**config.mk**
```make
export PLATFORM = sky130hd
export DESIGN_NAME = operand_entry_ctrl
export DESIGN_NICKNAME = d
export VERILOG_FILES = /design/src/rtl/operand_entry_ctrl.sv
export SDC_FILE = /design/constraint.sdc
export NUM_CORES = 1
export LEC_CHECK = 0
export BUFFER_PORTS_ARGS = -buffer_cell sky130_fd_sc_hd__clkbuf_2
export CAP_MARGIN = 30
export CORE_ASPECT_RATIO = 2
export CORE_MARGIN = 5
export CORE_UTILIZATION = 50
export DETAILED_ROUTE_END_ITERATION = 8
export PLACE_DENSITY = 0.73
export SLEW_MARGIN = 10
export SYNTH_ARGS = -nofsm -noshare
export SYNTH_HDL_FRONTEND = slang
export SYNTH_SLANG_ARGS = --single-unit
```
**constraint.sdc**
```tcl
create_clock -name clk_main -period 3.53 [get_ports clk_main]
set_input_delay 0 -clock clk_main [delete_from_list [all_inputs] [get_ports clk_main]]
set_output_delay 0 -clock clk_main [all_outputs]
set_load 0.01 [all_outputs]
```
**src/rtl/operand_entry_ctrl.sv**
```systemverilog
`timescale 1ns/1ps
// -----------------------------------------------------------------------------
// operand_entry_ctrl
//
// Purpose: operand entry front end for a 4-bit add/sub calculator. Two raw
// push buttons are synchronized and debounced. "enter" walks a three-state
// FSM that latches operand A, then operand B, then flags the result valid.
// "op" toggles the add/subtract select in any state.
//
// Ports:
//   clk_main        in   system clock, rising edge
//   reset           in   asynchronous active-high reset
//   sw[3:0]         in   raw slide switches (asynchronous)
//   btn_enter       in   raw bouncing button, advances entry
//   btn_op          in   raw bouncing button, toggles Sub
//   A[3:0]          out  registered operand A
//   B[3:0]          out  registered operand B
//   Sub             out  registered op select (0 add, 1 subtract)
//   operands_valid  out  registered, high exactly while in READY
//   entry_state[1:0]out  FSM state (00 LOAD_A, 01 LOAD_B, 10 READY)
// -----------------------------------------------------------------------------

// -----------------------------------------------------------------------------
// operand_entry_debounce
//
// Purpose: debounce one already-synchronized button level and emit a
// registered one-cycle pulse on each accepted 0->1 transition.
//
// Ports:
//   clk_main  in   clock
//   reset     in   asynchronous active-high reset
//   i_level   in   synchronized raw level
//   o_pulse   out  one-cycle pulse, DEBOUNCE_CYCLES+1 cycles after the first
//                  synchronized-high cycle
// -----------------------------------------------------------------------------
module operand_entry_debounce #(
  parameter int unsigned DEBOUNCE_CYCLES = 1000000
) (
  input  logic clk_main,
  input  logic reset,
  input  logic i_level,
  output logic o_pulse
);

  localparam logic [23:0] CNT_MAX = 24'(DEBOUNCE_CYCLES - 1);

  logic [23:0] r_cnt;
  logic        r_level;
  logic        r_level_d;
  logic        r_pulse;
  logic        w_differ;
  logic        w_at_max;

  assign w_differ = (i_level != r_level);
  assign w_at_max = (r_cnt == CNT_MAX);

  always_ff @(posedge clk_main or posedge reset) begin
    if (reset) begin
      r_cnt     <= '0;
      r_level   <= 1'b0;
      r_level_d <= 1'b0;
      r_pulse   <= 1'b0;
    end else begin
      r_level_d <= r_level;
      // Edge detect on the debounced level: pulse lands one cycle after the
      // level flips, which keeps press latency fixed at DEBOUNCE_CYCLES+1.
      r_pulse   <= r_level & ~r_level_d;
      if (!w_differ) begin
        r_cnt <= '0;
      end else if (w_at_max) begin
        r_level <= i_level;
        r_cnt   <= '0;
      end else begin
        r_cnt <= r_cnt + 24'd1;
      end
    end
  end

  assign o_pulse = r_pulse;

endmodule

module operand_entry_ctrl #(
  parameter int unsigned DEBOUNCE_CYCLES = 1000000
) (
  input  logic       clk_main,
  input  logic       reset,
  input  logic [3:0] sw,
  input  logic       btn_enter,
  input  logic       btn_op,
  output logic [3:0] A,
  output logic [3:0] B,
  output logic       Sub,
  output logic       operands_valid,
  output logic [1:0] entry_state
);

  typedef enum logic [1:0] {
    ST_LOAD_A = 2'b00,
    ST_LOAD_B = 2'b01,
    ST_READY  = 2'b10
  } state_t;

  // Two-flop synchronizers for every asynchronous input.
  logic [3:0] r_sw_s1, r_sw_s2;
  logic       r_en_s1, r_en_s2;
  logic       r_op_s1, r_op_s2;

  always_ff @(posedge clk_main or posedge reset) begin
    if (reset) begin
      r_sw_s1 <= '0;
      r_sw_s2 <= '0;
      r_en_s1 <= 1'b0;
      r_en_s2 <= 1'b0;
      r_op_s1 <= 1'b0;
      r_op_s2 <= 1'b0;
    end else begin
      r_sw_s1 <= sw;
      r_sw_s2 <= r_sw_s1;
      r_en_s1 <= btn_enter;
      r_en_s2 <= r_en_s1;
      r_op_s1 <= btn_op;
      r_op_s2 <= r_op_s1;
    end
  end

  logic w_enter_p;
  logic w_op_p;

  operand_entry_debounce #(.DEBOUNCE_CYCLES(DEBOUNCE_CYCLES)) u_deb_enter (
    .clk_main (clk_main),
    .reset    (reset),
    .i_level  (r_en_s2),
    .o_pulse  (w_enter_p)
  );

  operand_entry_debounce #(.DEBOUNCE_CYCLES(DEBOUNCE_CYCLES)) u_deb_op (
    .clk_main (clk_main),
    .reset    (reset),
    .i_level  (r_op_s2),
    .o_pulse  (w_op_p)
  );

  state_t     r_state;
  logic [3:0] r_a;
  logic [3:0] r_b;
  logic       r_sub;
  logic       r_valid;

  always_ff @(posedge clk_main or posedge reset) begin
    if (reset) begin
      r_state <= ST_LOAD_A;
      r_a     <= '0;
      r_b     <= '0;
      r_sub   <= 1'b0;
      r_valid <= 1'b0;
    end else begin
      if (w_enter_p) begin
        case (r_state)
          ST_LOAD_A: begin
            r_a     <= r_sw_s2;
            r_state <= ST_LOAD_B;
            r_valid <= 1'b0;
          end
          ST_LOAD_B: begin
            r_b     <= r_sw_s2;
            r_state <= ST_READY;
            r_valid <= 1'b1;
          end
          ST_READY: begin
            r_state <= ST_LOAD_A;
            r_valid <= 1'b0;
          end
          default: begin
            r_state <= ST_LOAD_A;
            r_valid <= 1'b0;
          end
        endcase
      end
      // Operation toggle is independent of the entry FSM and may coincide
      // with an enter pulse on the same edge.
      if (w_op_p) begin
        r_sub <= ~r_sub;
      end
    end
  end

  assign A              = r_a;
  assign B              = r_b;
  assign Sub            = r_sub;
  assign operands_valid = r_valid;
  assign entry_state    = r_state;

endmodule

```
==> results of run 1 <==
-- metrics by stage --
stage	util (%)	area [µm²]
floorplan	-	3370
global placement	53.7	3560
detailed placement	53.7	3560
CTS	59.9	3960
global route	59.9	3960
finish	59.9	3960
-- power groups by stage --
| stage | logic [mW] | registers (mW) | clock network (mW) |
|---|---|---|---|
| after CTS | 0.0527 | 0.904 | 1.03 |
| after global placement | 0.0452 | 0.919 | 0 |
| after detailed placement | 0.0466 | 0.920 | 0 |
| after global routing | 0.0588 | 0.905 | 1.06 |
| after floorplan | 0.0306 | 0.917 | 0 |
| final | 0.0507 | 0.904 | 1.01 |
-- final timing paths --
check,start,depth (start not counted),end
max,u_deb_op.r_cnt[13],5,u_deb_op.r_cnt[5]
min,reset,3,u_deb_enter.r_cnt[8]
max reg2reg,u_deb_op.r_cnt[13],5,u_deb_op.r_cnt[5]
min reg2reg,r_sw_s1[3],0,r_sw_s2[3]
max in group asynchronous,reset,4,u_deb_op.r_level_d
min in group clk_main,sw[3],2,r_sw_s1[3]
-- flip-flops by register name, summed over array words and instances (netlist names), 2 cells and up --
register and cells:
entry_state 2, r_sw_s2 4, B 4, u_deb_enter.r_cnt 24, A 4, r_sw_s1 4, u_deb_op.r_cnt 24
-- cell type report --
type	instances	area, µm²	share of cell area (%)
Clock buffer	11	253	6.38
Clock inverter	5	82.6	2.08
Inverter	10	37.5	0.947
Multi-Input combinational cell	213	1360	34.3
Sequential cell	77	1930	48.6
Tap cell	88	110	2.78
Timing Repair Buffer	30	195	4.92
-- metal layers --
layer | vias up | part of all wire, %
met2 | 60 | 60
met5 | - | 0
met1 | 1212 | 34
met3 | 12 | 3.3
li1 | 1172 | -
met4 | 0 | 2.5
-- critical path, stage by stage, from the launching register on --
cell,delay [ns]
dfrtp_1,0.44
or4_1,0.52
or4_1,0.42
o21ai_1,0.41
buf_4,0.32
nor2_1,0.08
-- cell usage in the layout, fill, tap and decap left out, drive strengths merged, types with 13 or more instances in the layout --
| cell | n |
|---|---|
| clkbuf | 30 |
| dfrtp | 77 |
| nor2 | 33 |
| nand2 | 17 |
| o21ai | 13 |
| xnor2 | 18 |
| or4 | 13 |
| a21oi | 18 |
| nand3 | 17 |
-- cells by family after synthesis --
kind of cell	count (synthesis)	synth area share, %
AND/OR/NAND/NOR	132	21.7
flip-flops	77	57.1
AO/OA/AOI/OAI	40	6.97
XOR/XNOR	29	7.53
buffers and inverters	18	2.63
multiplexers	10	3.34
adder cells (fa/ha/maj)	2	0.741
==> metrics, run 1 <==
DR iter-0 viols=150; GRT Total Usage=18.8%; Max-Cap Viols=0; fin cells=434; final hold vios=0; Reg clk slew, reported paths=0.06 ns; Die Ht=126 µm; Synth Net Count=318; Peak VDD IR=0.432 mV; Placed Cells=411; run status=complete, no violations; Max Freq=434 MHz; number of global-route vias before repair=2545; Clock Latency Late Sink=0.34 ns; Post-synth top flop=dfrtp_1; CP Max Fanout=18; Yosys cell types=37; Slew headroom=51.4%; Synthesis Warnings=0; clk buf depth=2; Worst Path Required=3.74 ns; dpl hpwl=4.92 mm; Clk pwr share=51.4%; M2 GR Usage=33.6%; period utilization=65.3%; Post-Syn Area=3370 µm²; IO Pins=20; wire per inst=16.0 µm; Leakage=1.67 nW; Num CTS Buffers=9; Area growth syn-to-layout=17.5%; drt drc=0; Seq cells post-synth=77; Max Transition Viols Final=0; Setup crit start kind=flip-flop; Tmin final=2.31 ns; most area-consuming cells after synthesis=dfrtp_1, xnor2_1, nor2_1; P_sw=394 µW; num rows=42; r2r setup slk=1.22 ns; Comb pwr share=2.6%; Power, Total=1.96 mW; Final TNS setup=0 ns; number of port buffers=19; first-pass GRT wire length=12.1 mm; Crit path arrival time=2.52 ns; Avg Inst Size Synth=11.0 µm²; Post-synth EDFFs=0; final setup fails=0; crit end category=flip-flop; # hold bufs at CTS=7; Worst Hold Margin=0.204 ns; gate count of the mapped netlist=308; PD cells=495 nW/µm²; CP Class=reg -> reg; Final nets=351; pin count of the biggest net entering global routing=40; worst-margin pin slew=0.723 ns; Fin Clk Skew=0.00782 ns; met3 usage in global routing=4.55%; FILL cells=577; Antenna Diode Count=0; CTS tree=built; post-CTS setup buffers=0; Root Driver=clkbuf_16; Flop pwr share=46.0%; Int Pwr=1.57 mW; Clock H-tree levels=3; Pre-antenna DRT Iters=4; Hold Path Class=in -> async; vias=2456; most numerous cell in the Yosys netlist=dfrtp_1; Die Wd=68.1 µm; Starting Density=51.0%; gr ovfl total=0; Gates resized, CTS repair=0; top post-synthesis cells by count=dfrtp_1, nor2_1, xnor2_1; top-area cell type share of the netlist area=57.1%; sequential-to-total area share from yosys stat=57.1%; Die ar.=8590 µm²; Post-Route WL=6.92 mm; Vias/cell=5.66; Final ANT Viol Nets=0; Clock Sink Count=77; layout cells sized above 1=17.6%; Switching Fraction=20.1%; pre-CTS setup slack=1.25 ns; M1 GR Usage=19.6%; Core Area=6620 µm²; top cell type by total area after synthesis=dfrtp_1; RSZ-0062 raised after global routing=no; initial antenna violation count=0; RePlAce Congestion=0.862; Most Crowded Layer GR=met2; asr flop ratio synth=100%; post-route worst setup slack=1.22 ns
(Power assumes the default switching activity.)
==> inputs of run 2 (changes only) <==
--- a/config.mk
+++ b/config.mk
@@ -11,7 +11,7 @@
 export CORE_MARGIN = 5
 export CORE_UTILIZATION = 50
 export DETAILED_ROUTE_END_ITERATION = 8
-export PLACE_DENSITY = 0.73
+export PLACE_DENSITY = 0.75
 export SLEW_MARGIN = 10
 export SYNTH_ARGS = -nofsm -noshare
 export SYNTH_HDL_FRONTEND = slang
==> constraint.sdc (replaced) <==
create_clock -name clk_main -period 2.1 [get_ports clk_main]
set_input_delay 0 -clock clk_main [delete_from_list [all_inputs] [get_ports clk_main]]
set_output_delay 0 -clock clk_main [all_outputs]
set_load 0.01 [all_outputs]
==> run 2 against run 1 <==
Net effect: clock skew decreased by 0.0051 ns; first-iteration DRC count decreased by 5.3%; routed wire length decreased by 0.20%; setup slack got worse by 1.1 ns; sequential power increased by 68%; sequential share of layout area decreased by 0.90 points; sequential cell count unchanged; die area unchanged; combinational power increased by 84%; critical path depth decreased by 1; global-route usage increased by 0.097 points; count of clock-buffer cells in the layout decreased by 1; highest routed layer unchanged.
==> metrics, run 2 (same netlist as run 1, synthesis figures left out) <==
cells along the critical path=nand3_4, or4_4, or4_4, a21oi_2; Area growth syn-to-layout=19.7%; Max Freq=505 MHz; Vias/cell=5.65; FILL cells=558; CP Max Fanout=11; Slew headroom=56.1%; drt drc=0; Setup crit start kind=flip-flop; PD cells=785 nW/µm²; worst-margin pin slew=0.654 ns; crit end category=flip-flop; first-pass GRT wire length=12.2 mm; critical path's slowest cell=or4_4; Tmin final=1.98 ns; DR iter-0 viols=142; fin cells=445; Buf+Inv Stages, Crit Path=0; Worst Path Required=2.36 ns; Pre-antenna DRT Iters=4; Worst path most repeated cell=or4_4; Most Crowded Layer GR=met2; number of port buffers=19; Clock Latency Late Sink=0.33 ns; gr ovfl total=0; M1 GR Usage=19.3%; Switching Fraction=21.2%; layout cells sized above 1=20.4%; P_sw=672 µW; final instance area=4040 µm²; Int Pwr=2.50 mW; Core Area=6620 µm²; pre-CTS setup slack=0.125 ns; Reg clk slew, reported paths=0.06 ns; Placed Cells=422; Flop pwr share=47.9%; Antenna Diode Count=0; CP top delay family=simple AND/OR/NAND/NOR gates; Leakage=1.72 nW; RSZ-0062 raised after global routing=no; met3 usage in global routing=3.92%; Max Transition Viols Final=0; pin count of the biggest net entering global routing=52; final setup fails=0; post-CTS setup buffers=0; Final nets=362; Clock H-tree levels=3; Peak VDD IR=0.641 mV; post-route worst setup slack=0.120 ns; Max-Cap Viols=0; Root Driver=clkbuf_16; Comb pwr share=2.9%; Worst Hold Margin=0.174 ns; Final TNS setup=0 ns; clk buf depth=2; CP Class=reg -> reg; Hold Path Class=in -> async; Post-DP Area=3650 µm²; Clock Sink Count=77; vias=2514; Crit path arrival time=2.24 ns; M2 GR Usage=33.8%; most common cell after layout, fill and taps aside=dfrtp_1; Starting Density=51.0%; initial antenna violation count=0; number of global-route vias before repair=2632; Die Wd=68.1 µm; most frequent cells in the layout=dfrtp_1, nor2_1, clkbuf_2, xnor2_1; biggest regs=u_deb_enter.r_cnt: 24 flops, u_deb_op.r_cnt: 24 flops; Die Ht=126 µm; Fin Clk Skew=0.00274 ns; dpl hpwl=4.95 mm; Max stage delay on crit path=0.63 ns; Clk pwr share=49.2%; period utilization=94.3%; RePlAce Congestion=0.843; Post-Route WL=6.91 mm; run status=complete, no violations; wire per inst=15.5 µm; Die ar.=8590 µm²; GRT Total Usage=18.9%; IO Pins=20; Num CTS Buffers=9; final hold vios=0; Final ANT Viol Nets=0; num rows=42; CTS tree=built
==> run 2: changes by cell type in the layout (fill, tap and decap cells not counted), sizes merged <==
cell      previous run  this run
buf                  4        15
clkinv               0         2
clkinvlp             3         1
inv                 10        12
bufinv               2         1
clkbuf              30        29
==> run 2: final timing paths <==
check	endpoint	slack [ns]	cells past startpoint	start
setup / recovery	u_deb_op.r_cnt[21]	0.12	4	u_deb_op.r_cnt[3]
hold / removal	u_deb_op.r_cnt[21]	0.17	3	reset
setup reg to reg	u_deb_op.r_cnt[21]	0.12	4	u_deb_op.r_cnt[3]
hold reg to reg	r_sw_s2[2]	0.35	0	r_sw_s1[2]
max in group asynchronous	u_deb_op.r_cnt[15]	1.36	4	reset
min in group clk_main	r_sw_s1[1]	0.31	2	sw[1]
==> run 2: power by group through the flow <==
stage | clock (mW) | combinational, mW | sequential [mW]
after floorplan | 0 | 0.0515 | 1.54
after global placement | 0 | 0.0812 | 1.54
after detailed placement | 0 | 0.0825 | 1.55
after CTS | 1.59 | 0.0937 | 1.52
after global routing | 1.67 | 0.107 | 1.52
final | 1.56 | 0.0932 | 1.52
==> run 2: per-stage QoR <==
stage | util, % | total power, mW
2_1_floorplan | - | 1.59
3_3_place_gp | 55.2 | 1.63
3_5_place_dp | 55.2 | 1.63
4_1_cts | 60.9 | 3.20
5_1_grt | 61.0 | 3.30
6_report | 61.0 | 3.17
==> run 2: area by class of cell <==
| type | instances | area, µm² | area share, % |
|---|---|---|---|
| flip-flops and latches | 77 | 1930 | 47.7 |
| repair buffers | 41 | 294 | 7.28 |
| inverters | 10 | 37.5 | 0.929 |
| clock buffers | 10 | 239 | 5.92 |
| multi-input cells | 213 | 1360 | 33.7 |
| well taps | 88 | 110 | 2.73 |
| clock inverters | 6 | 68.8 | 1.70 |
==> run 2: layer usage <==
metal | routed length (µm) | vias up
li1 | - | 1193
met1 | 2390 | 1257
met2 | 4150 | 43
met3 | 156 | 21
met4 | 212 | 0
met5 | 0 | -
==> run 2: worst reg2reg max path: stages, from the launching register on <==
cell and delay [ns]:
dfrtp_1 0.46, nand3_4 0.13, or4_4 0.63, or4_4 0.55
a21oi_2 0.15
==> run 2: repair_timing <==
action	4_1_cts	5_1_grt
hold endpoints to repair	32	0
setup endpoints to repair	0	17
gates resized for setup	0	2
hold buffers	7	0
